[src/rtl/fetch_path.sv]
// rtl/fetch_path.sv - instruction fetch stage with IF/ID register, stall hold buffer and redirect discard
module fetch_path (
    input  logic        clk,
    input  logic        reset,
    input  logic        pc_src_D,
    input  logic [31:0] pc_br_D,
    input  logic        stall_D,
    input  logic        imem_ready,
    input  logic [31:0] imem_rdata,
    output logic        imem_req,
    output logic [31:0] imem_addr,
    output logic [31:0] inst_D,
    output logic [31:0] pc_plus4_D,
    output logic        fetch_stall
);

    typedef enum logic [1:0] {
        FETCH   = 2'd0,
        HELD    = 2'd1,
        DISCARD = 2'd2
    } state_t;

    state_t      state, state_nx;
    logic [31:0] pc_F, pc_F_nx;
    logic [31:0] hold_inst, hold_inst_nx;
    logic [31:0] hold_pc4, hold_pc4_nx;
    logic [31:0] redirect_pc, redirect_pc_nx;
    logic [31:0] inst_nx, pc4_nx;
    logic [31:0] pc_F_plus4;
    logic        redirect;

    assign redirect    = pc_src_D & ~stall_D;
    assign pc_F_plus4  = pc_F + 32'd4;
    assign imem_req    = (state != HELD);
    assign imem_addr   = pc_F;
    assign fetch_stall = imem_req & ~imem_ready;

    always_comb begin
        state_nx       = state;
        pc_F_nx        = pc_F;
        hold_inst_nx   = hold_inst;
        hold_pc4_nx    = hold_pc4;
        redirect_pc_nx = redirect_pc;
        inst_nx        = inst_D;
        pc4_nx         = pc_plus4_D;

        // A redirect or an unstalled cycle with nothing to deliver clears IF/ID
        if (redirect) begin
            inst_nx = 32'd0;
            pc4_nx  = 32'd0;
        end

        case (state)
            FETCH: begin
                if (imem_ready) begin
                    if (redirect) begin
                        pc_F_nx = pc_br_D;
                    end else if (stall_D) begin
                        hold_inst_nx = imem_rdata;
                        hold_pc4_nx  = pc_F_plus4;
                        pc_F_nx      = pc_F_plus4;
                        state_nx     = HELD;
                    end else begin
                        inst_nx = imem_rdata;
                        pc4_nx  = pc_F_plus4;
                        pc_F_nx = pc_F_plus4;
                    end
                end else if (redirect) begin
                    redirect_pc_nx = pc_br_D;
                    state_nx       = DISCARD;
                end else if (!stall_D) begin
                    inst_nx = 32'd0;
                    pc4_nx  = 32'd0;
                end
            end
            HELD: begin
                if (redirect) begin
                    pc_F_nx  = pc_br_D;
                    state_nx = FETCH;
                end else if (!stall_D) begin
                    inst_nx  = hold_inst;
                    pc4_nx   = hold_pc4;
                    state_nx = FETCH;
                end
            end
            DISCARD: begin
                if (redirect)
                    redirect_pc_nx = pc_br_D;
                if (!stall_D) begin
                    inst_nx = 32'd0;
                    pc4_nx  = 32'd0;
                end
                // The youngest redirect target wins if one arrives with the stale ack
                if (imem_ready) begin
                    pc_F_nx  = redirect ? pc_br_D : redirect_pc;
                    state_nx = FETCH;
                end
            end
            default: state_nx = FETCH;
        endcase
    end

    always_ff @(posedge clk or posedge reset) begin
        if (reset) begin
            state       <= FETCH;
            pc_F        <= 32'd0;
            hold_inst   <= 32'd0;
            hold_pc4    <= 32'd0;
            redirect_pc <= 32'd0;
            inst_D      <= 32'd0;
            pc_plus4_D  <= 32'd0;
        end else begin
            state       <= state_nx;
            pc_F        <= pc_F_nx;
            hold_inst   <= hold_inst_nx;
            hold_pc4    <= hold_pc4_nx;
            redirect_pc <= redirect_pc_nx;
            inst_D      <= inst_nx;
            pc_plus4_D  <= pc4_nx;
        end
    end

endmodule

[config.mk]
export PLATFORM = sky130hd
export DESIGN_NAME = fetch_path
export DESIGN_NICKNAME = d
export VERILOG_FILES = /design/src/rtl/fetch_path.sv
export SDC_FILE = /design/constraint.sdc
export NUM_CORES = 1
export LEC_CHECK = 0
export ABC_AREA = 1
export BUFFER_PORTS_ARGS = -buffer_cell sky130_fd_sc_hd__buf_2
export CAP_MARGIN = 20
export CORE_MARGIN = 3
export CORE_UTILIZATION = 40
export DETAILED_ROUTE_END_ITERATION = 12
export PLACE_DENSITY = 0.71
export SKIP_CTS_REPAIR_TIMING = 1
export SKIP_LAST_GASP = 1
export SLEW_MARGIN = 25
export SYNTH_ARGS = -nofsm -noshare
export SYNTH_HDL_FRONTEND = slang
export SYNTH_SLANG_ARGS = --single-unit
[constraint.sdc]
create_clock -name clk -period 6.3 [get_ports clk]
set_input_delay 1.26 -clock clk [delete_from_list [all_inputs] [get_ports clk]]
set_output_delay 1.26 -clock clk [all_outputs]
set_load 0.01 [all_outputs]
==> run metrics, run 1 <==
Synth warnings=0; Slew @ Worst Pin=0.9120 ns; slowest stage delay, CP=0.57 ns; WHS=0.4822 ns; number of synthesized flops with an enable pin=0; Synth Instances=1315; post-route ant nets=0; Tot Pwr=5.712 mW; largest net degree at the start of global routing=195; Tot GR Track Use=0.2210; Syn-to-layout area delta=16.05%; skew final=0.02177 ns; area taken by multi-input logic gates=4522 um^2; CP max-delay cell=buf_4; # fillers=2454; Yosys reg bits=194; CTS H-tree lvls=4; Max-slew headroom=0.3920; peak supply drop=266.3 uV; num ports=167; GRT overflow=0; worst hold path type=flip-flop to flip-flop; Pwr Density=479.0 nW/um^2; share of the yosys chip area belonging to registers=0.4725; synthesized area per cell=7.814 um^2; fin area=11920 um^2; Max clock buf depth=2; routed vias=9680; status=finished, final reports clean; synth unique cells=43; RSZ-0062 raised after global routing=false; PortBufs=166; n_diodes=0; non-filler cells, final=1774; Nets=1505; Final Setup Violations=0; Synth async-reset ratio=1.000; Starting Density=0.4080; Lkg Pwr=5.883 nW; Top cell by count, worst path=inv_2; routed vias/inst=5.457; die height=166.3 um; WL/cell=17.63 um; register clock-pin slew on the reported worst setup and hold paths=0.08 ns; die area=27650 um^2; Final min period=4.055 ns; CTS tree=built; Worst setup SP type=primary input; DRC violations left=0; Clock Tree Root=clkbuf_16; initial antenna violation count=0; CTS Buf Count=17; vias in the first global route=9139; Mapped Area=10270 um^2; max-slew violation count=0; gpl congestion=0.9102; Tcrit/Tclk final=0.6436; Worst Path Max Fanout=65; maxcap violations=0; global-route wire length before repair=49940 um; syn nets=1389; crit end category=flip-flop; row cnt=58; register area=4855 um^2; Placed Cells=1741; top_reg_cell synth=dfrtp_1; Data arrival, critical path=4.39 ns; Clk Latency, worst-skew pair=0.45 ns; post-detail-place hpwl=20970 um; CP cell instances=buf_2 -> inv_4 -> nand2_4 -> inv_2 -> buf_4 -> nor2_4 -> inv_2 -> nand2_2 -> a32o_1; Sink Count=194; Fin. Hold Viols=0; setup TNS=0 ns; Worst Path Required=6.63 ns; share of layout cells above drive strength 1=0.1752; final wirelength=31270 um; die width=166.3 um; critical path class=primary input to flip-flop; fmax=0.2466 GHz; DRT Pass-1 Iters=7; Cell Area, Placed=11250 um^2; DRT iter0 DRCs=1122; Core ar.=25180 um^2
==> cell usage after synthesis (2+ instances only) <==
library cell / count / share of area
nand3_1: 91 / 0.044
nand2_1: 379 / 0.14
o21ai_1: 31 / 0.015
or2_2: 2 / 0.0012
a22o_1: 5 / 0.0043
buf_2: 21 / 0.010
a22oi_1: 31 / 0.023
a221oi_1: 3 / 0.0026
a21oi_1: 33 / 0.016
o21bai_1: 2 / 0.0015
buf_6: 3 / 0.0033
xor2_1: 9 / 0.0077
a32o_1: 34 / 0.033
mux2_2: 5 / 0.0055
nand2_4: 2 / 0.0022
inv_1: 135 / 0.049
clkbuf_1: 40 / 0.015
o2bb2ai_1: 2 / 0.0017
nand4_1: 4 / 0.0024
nand2_2: 6 / 0.0037
o21ai_0: 129 / 0.063
nor2_2: 9 / 0.0055
nor2_4: 3 / 0.0033
dfrtp_1: 194 / 0.47
o22ai_1: 38 / 0.023
nor3_2: 2 / 0.0019
o211ai_1: 2 / 0.0015
nor2_1: 54 / 0.020
buf_4: 8 / 0.0058
nor3_1: 7 / 0.0034
buf_1: 7 / 0.0026
inv_2: 8 / 0.0029
ha_1: 5 / 0.0061
xnor2_1: 2 / 0.0017
==> metal layers <==
| layer | up-vias | routed length (um) | global-route usage |
|---|---|---|---|
| met4 | 0 | 584 | 0.06098 |
| met5 | - | 0 | 0 |
| met1 | 4611 | 14510 | 0.3250 |
| met3 | 48 | 2291 | 0.04213 |
| met2 | 407 | 13880 | 0.3361 |
| li1 | 4614 | - | - |
==> final timing paths <==
kind | from | end | slack [ns] | cells past startpoint
max in group asynchronous | reset | imem_addr[20] | 4.43 | 4
max reg2reg | state[0] | imem_addr[31] | 2.96 | 11
min | pc_plus4_D[13] | pc_plus4_D[13] | 0.48 | 2
max | stall_D | inst_D[17] | 2.25 | 9
min in group asynchronous | reset | inst_D[19] | 0.88 | 3
min reg2reg | pc_plus4_D[13] | pc_plus4_D[13] | 0.48 | 2
==> per-stage QoR <==
step                        util  setup slack [ns]
after floorplan                -             2.536
after global placement    0.4467             1.837
after detailed placement  0.4468             1.811
after CTS                 0.4724             2.259
after global routing      0.4735             1.994
final                     0.4735             2.245
==> logic make-up after synthesis <==
| family | count (synthesis) | synth area share |
|---|---|---|
| simple gates | 560 | 0.2267 |
| compound gates | 316 | 0.1901 |
| buf+inv | 224 | 0.08975 |
| flops | 194 | 0.4725 |
| xor+xnor | 11 | 0.009377 |
| mux | 5 | 0.005479 |
| fa+ha+maj | 5 | 0.006089 |
==> worst max-delay path, delay by kind of cell <==
family,cells,cell delay [ns]
compound gates,1,0.45
buf+inv,5,1.53
simple gates,3,1.08
==> where the power goes <==
group / internal, mW / switching, mW
Combinational: 0.799 / 1.70
Clock: 0.565 / 0.610
Sequential: 1.71 / 0.335
==> layout make-up <==
| cell class | count | area share |
|---|---|---|
| Inverter | 145 | 0.04617 |
| Tap cell | 330 | 0.03463 |
| Sequential cell | 194 | 0.4071 |
| Timing Repair Buffer | 176 | 0.07870 |
| Multi-Input combinational cell | 897 | 0.3792 |
| Clock inverter | 15 | 0.01847 |
| Clock buffer | 17 | 0.03568 |
==> placed cells by master, fill, tap and decap left out, types with 8 or more instances in the layout <==
cell         n
o21ai_0    129
xor2_1       9
nor2_2       9
o21ai_1     31
o22ai_1     38
inv_2        9
a22oi_1     31
nand3_1     91
dfrtp_1    194
a32o_1      34
nand2_1    379
buf_4        8
a21oi_1     32
buf_2      166
nor2_1      53
clkbuf_16   17
inv_1      133
==> registers in the layout, summed over array words and instances (netlist names) <==
register	cells
hold_inst	32
hold_pc4	32
imem_addr	32
inst_D	32
pc_plus4_D	32
redirect_pc	32
state	2
(Power assumes the default switching activity.)
==> run 2, diff against run 1 <==
- clock period: 6.3 -> 3.5 ns (I/O delays scaled with it)
==> run 2 against run 1 <==
Die area is the same. Wire length shrank 0.98%. Sequential share of layout area shrank 0.20 points. Power grew 79%. Register-to-register slack lost 2.0 ns. Utilization grew 0.23 points. Hold slack lost 0.058 ns. Global-route usage shrank 0.067 points. Critical path depth shrank 4. Design area grew 0.49%. Sequential cell count is the same.
==> run metrics, run 2 (synthesis gave the netlist of run 1 again) <==
die height=166.3 um (unchanged); Worst Path Max Fanout=33 (-49%); routed vias/inst=5.402 (-1.0%); largest net degree at the start of global routing=65 (-67%); Gate power share=0.444 (+0.007); gpl congestion=0.8734 (-4.0%); GRT overflow=0 (unchanged); RSZ-0062 raised after global routing=false; Clk Latency, worst-skew pair=0.44 ns (about the same); worst hold path type=primary input to async pin; WL/cell=17.35 um (-1.6%); GRT met2 Usage=0.3320 (-0.004101); critical path class=flip-flop to output port; most frequent cells in the layout=nand2_1, dfrtp_1, buf_2; most common cell after layout, fill and taps aside=nand2_1; final wirelength=30960 um (-0.98%); Final Setup Violations=0 (unchanged); skew final=0.01558 ns (-0.006195 ns); Tot Pwr=10.21 mW (+79%); CTS H-tree lvls=4 (unchanged); routed vias=9642 (-0.39%); DRT Pass-1 Iters=6 (-1); CTS Buf Count=17 (unchanged); Syn-to-layout area delta=16.62%; Lkg Pwr=5.930 nW (+0.79%); Final min period=2.652 ns; met3 usage=0.03713 (-0.004999); Slew @ Worst Pin=0.8696 ns (-0.04239 ns); vias in the first global route=8877 (-2.9%); setup TNS=0 ns (unchanged); n_diodes=0 (unchanged); Max clock buf depth=2 (unchanged); slowest stage delay, CP=0.44 ns (-0.13 ns); DRT iter0 DRCs=985 (-12%); Fin. Hold Viols=0 (unchanged); CP max-delay cell=dfrtp_1; CP cell instances=inv_1 -> ha_1 -> buf_4 -> nor2_1 -> buf_2; Max-slew headroom=0.4190 (+0.02704); Worst setup SP type=flip-flop; row cnt=58 (unchanged); Tcrit/Tclk final=0.7578; share of layout cells above drive strength 1=0.1794 (+0.004174); Int Pwr=5.554 mW (+81%); status=finished, final reports clean; Clk pwr share=0.197 (-0.009); Data arrival, critical path=1.95 ns (-2.44 ns); met1 usage=0.3338 (+0.008770); Flop pwr share=0.359 (+0.002); Worst Path Required=2.80 ns (-3.83 ns); crit end category=output port; max-slew violation count=0 (unchanged); CTS tree=built; die width=166.3 um (unchanged); Sink Count=194 (unchanged); Clock Tree Root=clkbuf_16; Pwr Density=852.4 nW/um^2 (+78%); register clock-pin slew on the reported worst setup and hold paths=0.08 ns (about the same); PortBufs=166 (unchanged); Tot GR Track Use=0.2204 (-0.0006655); Sw Pwr=4.660 mW (+76%); initial antenna violation count=0 (unchanged); die area=27650 um^2 (unchanged); num ports=167 (unchanged); post-route ant nets=0 (unchanged); global-route wire length before repair=49520 um (-0.84%); maxcap violations=0 (unchanged); busiest grt layer=met1; Core ar.=25180 um^2 (unchanged); fmax=0.3770 GHz; Nets=1516 (+0.73%); post-detail-place hpwl=21700 um (+3.5%); switching share of power=0.4562 (-0.006433); Starting Density=0.4080 (unchanged); peak supply drop=399.4 uV (+50%); DRC violations left=0 (unchanged)
-- run 2: cell types whose count changed in the layout (fill, tap and decap cells not counted), moves of 2 or more --
cell and delta:
buf_4 +9, ha_2 -2, ha_1 +2, inv_12 -4
buf_12 +3
-- run 2: final timing paths --
kind / startpoint / end / slack [ns] / depth (start not counted)
setup / recovery: state[1] / fetch_stall / 0.85 / 5
hold / removal: reset / pc_plus4_D[2] / 0.42 / 2
setup reg to reg: state[0] / inst_D[23] / 0.93 / 6
hold reg to reg: hold_pc4[22] / hold_pc4[22] / 0.49 / 2
max in group asynchronous: reset / hold_inst[2] / 2.29 / 3
min in group clk: hold_pc4[22] / hold_pc4[22] / 0.49 / 2
-- run 2: final cells by class --
class / count / area (um^2)
Clock buffer: 17 / 425.4
Clock inverter: 15 / 183.9
Fill cell: 2487 / 13200
Inverter: 145 / 550.5
Multi-Input combinational cell: 897 / 4517
Sequential cell: 194 / 4855
Tap cell: 330 / 412.9
Timing Repair Buffer: 187 / 1039
-- run 2: per-stage QoR --
stage,hold slack (ns),cells,instance area [um^2],utilization,setup WS (ns)
4_1_cts,0.4444,1785,11980,0.4759,0.8382
5_1_grt,0.4835,1785,11980,0.4759,0.7501
3_3_place_gp,0.4595,1753,11370,0.4517,0.6287
2_1_floorplan,0.4487,1315,10280,-,0.2956
6_report,0.4238,1785,11980,0.4759,0.8476
3_5_place_dp,0.4655,1753,11370,0.4517,0.5831
-- run 2: power groups by stage --
stage                     Clock [mW]  Sequential [mW]  Combinational [mW]
after floorplan                    0             3.65                3.05
after global placement             0             3.67                4.40
after detailed placement           0             3.70                4.50
after CTS                       2.04             3.66                4.53
after global routing            2.13             3.76                5.12
final                           2.01             3.67                4.54
-- run 2: per-layer routing --
layer | part of all wire | wire, um | vias up
met1 | 0.46 | 14360 | 4603
met3 | 0.076 | 2364 | 24
li1 | - | - | 4640
met5 | 0 | 0 | -
met2 | 0.45 | 13860 | 375
met4 | 0.012 | 386 | 0
-- run 2: critical path: cells and delay by family (launching register included) --
kind          cells  cell delay [ns]
fa+ha+maj         1             0.27
buf+inv           3             0.70
flops             1             0.44
simple gates      1             0.09
==> run 3, diff against run 2 <==
- clock period: 3.5 -> 2.2 ns (I/O delays scaled with it)
==> run 3 against run 2 <==
Clock power is 64% higher. Design area is 2.0% higher. Die area stayed put. Cell count is 0.95% higher. First-iteration DRC count is 15% higher. Count of clock-buffer cells in the layout stayed put. Combinational power is 66% higher. Clock skew hardly changed. Hold slack worse by 0.26 ns. Utilization is 0.97 points higher. Global-route usage is 0.53 points higher. Power is 63% higher.
==> run metrics, run 3 (synthesis gave the netlist of run 1 again) <==
status=finished, final reports clean; die height=166.3 um (unchanged); largest net degree at the start of global routing=74 (+14%); Setup WS pre-CTS=0.09406 ns (-0.4890 ns); PortBufs=166 (unchanged); CTS tree=built; crit end category=flip-flop; slowest stage delay, CP=0.44 ns (about the same); Max-slew headroom=0.6310 (+0.2119); global-route wire length before repair=50790 um (+2.6%); Final Setup Violations=0 (unchanged); die area=27650 um^2 (unchanged); WL/cell=17.40 um (+0.32%); Tcrit/Tclk final=0.9782; Cell Area, Placed=11550 um^2 (+1.6%); peak supply drop=782.3 uV (+96%); crit path buf inv count=1 (-2); Data arrival, critical path=2.49 ns (+0.54 ns); setup ws final=0.04796 ns (-0.7996 ns); Clock Tree Root=clkbuf_16; Top delay family on crit path=simple AND/OR/NAND/NOR gates; Lkg Pwr=6.039 nW (+1.8%); DRT iter0 DRCs=1136 (+15%); register area=4857 um^2 (about the same); Fin. Hold Viols=0 (unchanged); # fillers=2447 (-1.6%); share of layout cells above drive strength 1=0.1936 (+0.01423); CTS Buf Count=17 (unchanged); Worst Path Max Fanout=7 (-79%); Sink Count=194 (unchanged); Placed Cells=1770 (+0.97%); most common cell after layout, fill and taps aside=nand2_1; gpl congestion=0.9153 (+4.8%); non-filler cells, final=1802 (+0.95%); maxcap violations=0 (unchanged); most frequent cells in the layout=nand2_1, dfrtp_1, buf_2; area taken by multi-input logic gates=4539 um^2 (+0.50%); n_diodes=0 (unchanged); GRT overflow=0 (unchanged); Slew @ Worst Pin=0.5496 ns (-0.3200 ns); Core ar.=25180 um^2 (unchanged); Syn-to-layout area delta=19.01%; Pwr Density=1361 nW/um^2 (+60%); fmax=0.4647 GHz; CP cell instances=ha_1 -> nand2_1 -> inv_2 -> nand2_4 -> nor2_4 -> nand2_2 -> xor2_1 -> nand2_1 -> nand3_1 -> nand2_1 -> o21ai_0; routed vias=9722 (+0.83%); worst hold path type=primary input to async pin; RSZ-0062 raised after global routing=true; routed vias/inst=5.395 (-0.12%); Starting Density=0.4080 (unchanged); Tot GR Track Use=0.2257 (+0.005312); DRT Pass-1 Iters=5 (-1); max-slew violation count=0 (unchanged); R2R Path Start=imem_addr[2]; CP max-delay cell=dfrtp_2; final wirelength=31360 um (+1.3%); post-route ant nets=0 (unchanged); row cnt=58 (unchanged); Worst Path Required=2.54 ns (-0.26 ns); Clk Latency, worst-skew pair=0.45 ns (about the same); die width=166.3 um (unchanged); Top cell by count, worst path=nand2_1; Max clock buf depth=2 (unchanged); critical path class=flip-flop to flip-flop; num ports=167 (unchanged); initial antenna violation count=0 (unchanged); Final min period=2.152 ns; skew final=0.01586 ns (+0.0002836 ns); vias in the first global route=9158 (+3.2%); CTS H-tree lvls=4 (unchanged); Nets=1533 (+1.1%); launch point of the worst path=imem_addr[2]; fin area=12230 um^2 (+2.0%); register clock-pin slew on the reported worst setup and hold paths=0.08 ns (about the same); post-detail-place hpwl=21980 um (+1.3%); Worst setup SP type=flip-flop; DRC violations left=0 (unchanged)
==> run 3: changes by cell type in the layout (fill, tap and decap cells not counted), sizes merged <==
cell    change
clkinv      +1
inv         -1
buf        +17
==> run 3: final timing paths <==
kind	to	depth (start not counted)	slack (ns)
worst min-delay path	imem_addr[1]	3	0.16
worst max register to register	imem_addr[14]	11	0.05
min in group clk	hold_inst[12]	3	0.25
worst min register to register	hold_pc4[23]	2	0.48
worst max-delay path	imem_addr[14]	11	0.05
max in group asynchronous	pc_plus4_D[19]	3	1.71
==> run 3: worst reg2reg max path, delay by kind of cell, from the launching register on <==
| kind | cells | cell delay (ns) |
|---|---|---|
| simple gates | 7 | 0.76 |
| flops | 1 | 0.44 |
| xor+xnor | 1 | 0.41 |
| fa+ha+maj | 1 | 0.22 |
| compound gates | 1 | 0.11 |
| buf+inv | 1 | 0.10 |
==> run 3: per-stage QoR <==
step	hold WS, ns	util	TNS, ns	power (mW)
after floorplan	0.4487	-	-144.42	10.66
after global placement	0.4618	0.4587	0	13.04
after detailed placement	0.4652	0.4587	0	13.27
after CTS	0.1776	0.4836	-0.1508	16.60
after global routing	0.1886	0.4856	-0.05200	17.94
final	0.1621	0.4856	0	16.64
==> run 3: power breakdown <==
part	switching (mW)	leakage (nW)	internal (mW)	total, mW
logic	4.91	3.22	2.63	7.54
clock network	1.71	0.303	1.58	3.29
registers	0.930	2.52	4.89	5.82
==> run 3: layout make-up <==
type                    instances  share of cell area
clock buffers                  17             0.03479
clock inverters                15             0.01647
inverters                     145             0.04574
multi-input cells             897              0.3712
flip-flops and latches        194              0.3972
well taps                     330             0.03377
repair buffers                204              0.1008
==> run 3: routing by layer <==
metal  up-vias  wire length [um]  GRT usage
met4         0               408    0.05344
met5         -                 0          0
met1      4647             14600     0.3410
met3        27              2321    0.03809
met2       370             14030     0.3407
li1       4678                 -          -
